$ cat src/rtl/din_debounce_pulse.sv
// din_debounce_pulse: synchronise, debounce and edge-qualify a raw asynchronous input line.
// Ports: clk, rst (async active-high); raw_in (async line); pulse_out (one cycle per accepted rise),
//        level_out (debounced level), glitch_cnt (saturating count of rejected transitions).
// Latency: raw rise to pulse_out/level_out = SYNC_STAGES + DEBOUNCE_CYCLES edges; no backpressure.
module din_debounce_pulse #(
   parameter int SYNC_STAGES     = 2,
   parameter int DEBOUNCE_CYCLES = 4
) (
   input  logic       clk,
   input  logic       rst,
   input  logic       raw_in,
   output logic       pulse_out,
   output logic       level_out,
   output logic [7:0] glitch_cnt
);

   localparam int CNT_W = $clog2(DEBOUNCE_CYCLES + 1);
   localparam logic [CNT_W-1:0] CNT_LAST = CNT_W'(DEBOUNCE_CYCLES - 1);
   localparam logic [CNT_W-1:0] CNT_ONE  = CNT_W'(1);

   generate
      if (SYNC_STAGES < 2 || SYNC_STAGES > 4) begin : g_bad_sync
         $error("din_debounce_pulse: SYNC_STAGES must be 2..4");
      end
      if (DEBOUNCE_CYCLES < 2 || DEBOUNCE_CYCLES > 65535) begin : g_bad_deb
         $error("din_debounce_pulse: DEBOUNCE_CYCLES must be 2..65535");
      end
   endgenerate

   typedef enum logic [1:0] {
      LOW      = 2'd0,
      CHK_HIGH = 2'd1,
      HIGH     = 2'd2,
      CHK_LOW  = 2'd3
   } state_t;

   state_t                 state;
   logic [CNT_W-1:0]       cnt;
   logic [SYNC_STAGES-1:0] sync;
   logic                   s;

   // Only the first synchroniser flop ever sees raw_in.
   always_ff @(posedge clk or posedge rst) begin
      if (rst) begin
         sync <= '0;
      end else begin
         sync <= {sync[SYNC_STAGES-2:0], raw_in};
      end
   end

   assign s = sync[SYNC_STAGES-1];

   always_ff @(posedge clk or posedge rst) begin
      if (rst) begin
         state      <= LOW;
         cnt        <= '0;
         pulse_out  <= 1'b0;
         level_out  <= 1'b0;
         glitch_cnt <= 8'd0;
      end else begin
         // pulse_out is a strobe: it only survives the single cycle after qualification.
         pulse_out <= 1'b0;
         case (state)
            LOW: begin
               level_out <= 1'b0;
               if (s) begin
                  state <= CHK_HIGH;
                  cnt   <= CNT_ONE;
               end
            end
            CHK_HIGH: begin
               if (!s) begin
                  // Rejected rise; cnt is left alone and reloaded on the next CHK entry.
                  state <= LOW;
                  if (glitch_cnt != 8'hFF) glitch_cnt <= glitch_cnt + 8'd1;
               end else if (cnt == CNT_LAST) begin
                  state     <= HIGH;
                  level_out <= 1'b1;
                  pulse_out <= 1'b1;
               end else begin
                  cnt <= cnt + CNT_ONE;
               end
            end
            HIGH: begin
               level_out <= 1'b1;
               if (!s) begin
                  state <= CHK_LOW;
                  cnt   <= CNT_ONE;
               end
            end
            CHK_LOW: begin
               if (s) begin
                  // Rejected fall: back to HIGH without a new pulse.
                  state <= HIGH;
                  if (glitch_cnt != 8'hFF) glitch_cnt <= glitch_cnt + 8'd1;
               end else if (cnt == CNT_LAST) begin
                  state     <= LOW;
                  level_out <= 1'b0;
               end else begin
                  cnt <= cnt + CNT_ONE;
               end
            end
            default: begin
               state     <= LOW;
               level_out <= 1'b0;
               pulse_out <= 1'b0;
            end
         endcase
      end
   end

endmodule

$ cat config.mk
export PLATFORM = sky130hd
export DESIGN_NAME = din_debounce_pulse
export DESIGN_NICKNAME = d
export VERILOG_FILES = /design/src/rtl/din_debounce_pulse.sv
export SDC_FILE = /design/constraint.sdc
export NUM_CORES = 1
export LEC_CHECK = 0
export CAP_MARGIN = 5
export CORE_MARGIN = 2
export CORE_UTILIZATION = 56
export DETAILED_ROUTE_END_ITERATION = 16
export PLACE_DENSITY = 0.82
export SLEW_MARGIN = 20
export SYNTH_ARGS = -nofsm -noshare
export SYNTH_HDL_FRONTEND = slang
export SYNTH_SLANG_ARGS = --single-unit
$ cat constraint.sdc
create_clock -name clk -period 3.66 [get_ports clk]
set_input_delay 0.366 -clock clk [delete_from_list [all_inputs] [get_ports clk]]
set_output_delay 0.366 -clock clk [all_outputs]
set_load 0.01 [all_outputs]
==> results by group <==
Run status
  • Status: finished, final reports clean

Timing
  • Fin. max-slew vios: 0
  • Clk_skew: 5.250 ps
  • Setup TNS: 0 ps
  • Final Hold Viols: 0
  • Worst relative slew slack: 58.26%
  • Crit share post-route: around 53%
  • Worst-margin pin slew: approximately 630 ps
  • Final min period: approximately 1900 ps
  • Fmax: approximately 520 MHz
  • # setup viols final: 0
  • RSZ-0062 raised after global routing: false

Synth
  • Post-synthesis cell type count: 28
  • Synthesized-area fraction occupied by adder cells: between 10% and 20%
  • Xor/xnor share of the synthesized area: 3.815%
  • Synth Area in Simple Gates: 14.31%
  • Synthesized area per cell: 10.44 µm²
  • Synth top area cells: dfrtp_1 (46%), ha_1 (11%), a21oi_1 (4.9%)
  • Async S/R FF share, synth: 100.0%
  • Post-synth top area share: between 40 and 50%
  • Mux contribution to synthesized area: approximately 6.3%
  • Post-Syn Area: ~900 µm²
  • Top FF cell, synth: dfrtp_1
  • Largest family of logic cells by synthesized area: simple AND/OR/NAND/NOR gates
  • Synth warn: 0
  • Synthesized flop and latch total: 17
  • Post-synth net total: 99
  • Syn Inst Count: slightly below 90
  • Post-synth EDFFs: 0
  • Area leader, netlist: dfrtp_1
  • Compound-Gate Fraction of Synth Area: 13.49%
  • Sequential area share after synthesis: 46.32%

CTS
  • Root Driver: clkbuf_4
  • CTS Sinks: 17
  • Setup bufs post-CTS: 0
  • Clk buf depth: 2
  • PostCTS Resize Cnt: 0
  • CTS tree: yes
  • Hold_buf cts: 0
  • CTS Buf Count: 3
  • Worst-Skew Late Latency: between 200 and 300 ps
  • H-tree depth: 1
  • Clk slew on worst S/H paths: approximately 100 ps

Floorplan
  • Die width: approximately 44 µm
  • Die Span Y: about 44 µm
  • Std-Cell Rows: 14
  • Full die area: a little under 2000 µm²
  • Initial Util: roughly 60%
  • Core ar.: 1524 µm²
  • I/O Pins: 13

Hold path
  • Worst min path class: reg -> reg
  • HP Start: sync[0]

Placed design
  • I/O Buffers: 12
  • Final HPWL DP: approximately 1100 µm
  • GPL Wtd Cong: roughly 0.75

Routing
  • Vias post-DR: roughly 660
  • DRC: 0
  • DRT Pass-1 Iters: 4
  • Drt wl/cell: between 10 and 15 µm
  • Drt total wl: roughly 1600 µm
  • Routed vias/inst: roughly 5.6
  • Number of DRC markers in iteration 0: 11
  • Post-route ant nets: 0

Critical path
  • Crit path max fanout: 9
  • Critical Path RT: between 3000 and 4000 ps
  • Critical path endpoint category: flip-flop
  • CP startpoint kind: flip-flop
  • Worst R2R Setup Slack: between 1500 and 2000 ps
  • Crit Path Category: reg -> reg
  • Worst EP arrival: 2130 ps

Power
  • Overall power: about 870 µW
  • NetSw: 353.3 µW
  • Combinational share of power: ~51%
  • Clock power frac: 11.5%
  • Internal: between 500 and 600 µW
  • Switching Fraction: between 40% and 50%
  • PwrDens: 810.8 nW/µm²
  • VDD IR-drop max: 0.6140 mV
  • Static leakage: 0.5089 nW
  • Sequential share of power: roughly 38%

Cells and area
  • Commonest cells after routing, fill and taps aside: dfrtp_1 (17), clkdlybuf4s50_1 (12), inv_1 (9), a21oi_1 (9), ha_1 (8)
  • Commonest non-fill, non-tap cell in the layout: dfrtp_1
  • Synthesis-to-finish area growth: 16.89%
  • # diodes: 0
  • Layout Nets: around 120
  • Layout cells sized above 1: under 10%

Global route
  • Largest net degree at the start of global routing: 18
  • Total grt overflow: 0
  • Antenna violations before repair: 0
  • First-pass GRT wire length: between 2000 and 3000 µm
  • Vias in the first global route: 668
  • GRT Util Overall: around a fifth

Job
  • Max-cap violations: 0
routing by layer:
metal  track usage (%)  part of all wire [%]
met1             28.91                    50
met2             31.59                    46
met3             4.898                   2.9
met4             5.455                   1.2
met5                 0                     0
registers in the layout (all words and copies together), names as in the netlist, named ones only:
signal      count
pulse_out       1
sync            2
glitch_cnt      8
state           1
cnt             3
level_out       1
final timing paths:
check | end | cells after the start
setup / recovery | glitch_cnt[5] | 6
min in group asynchronous | async pin | 2
hold reg to reg | sync[1] | 0
setup reg to reg | glitch_cnt[5] | 6
hold / removal | sync[1] | 0
max in group asynchronous | glitch_cnt[1] | 2
power groups by stage:
stage / combinational [mW] / sequential (mW) / clock, mW
after floorplan: 0.297 / 0.334 / 0
after global placement: 0.428 / 0.327 / 0
after detailed placement: 0.441 / 0.333 / 0
after CTS: 0.445 / 0.329 / 0.103
after global routing: 0.509 / 0.343 / 0.107
final: 0.442 / 0.329 / 0.0997
kinds of logic after synthesis:
logic type,Yosys count
xor gates and xnor gates,4
and+or+nand+nor,24
AOI/OAI and AO/OA,20
DFF,17
adders and majority gates,8
buffers and inverters,10
muxes,5
cells in the mapped netlist, types with 2 or more instances:
master	number
a211oi_1	2
inv_1	9
a21oi_1	9
a31oi_1	2
nand3_1	2
mux2i_1	2
mux2_2	2
nor2_1	5
dfrtp_1	17
o21ai_0	2
nand4_1	3
nand2_1	5
xnor2_1	3
and3_1	4
ha_1	8
worst max-delay path: stages (launching register included):
cell     delay (ps)
dfrtp_1         420
inv_1           110
ha_1            290
or3b_1          390
a22o_1          290
nor3_2          160
xor2_1          180
stage by stage:
step           util (%)  instances  hold WS, ps  instance area [µm²]  setup WS (ps)
3_5_place_dp      68.72        115        340.3                 1047           1768
4_1_cts           70.44        119        375.6                 1074           1724
3_3_place_gp      68.72        115        332.5                 1047           1819
5_1_grt           70.44        119        381.7                 1074           1580
2_1_floorplan         -         88        292.1                918.4           1858
6_report          70.44        119        371.1                 1074           1738
cell type report:
class                      count  area [µm²]
fill                         123       450.4
timing repair buffer          12       120.1
sequential                    17       425.4
inverter                       9       33.78
multi-input combinational     61       447.9
tap                           16       20.02
clock buffer                   4       26.28
(Power assumes the default switching activity.)
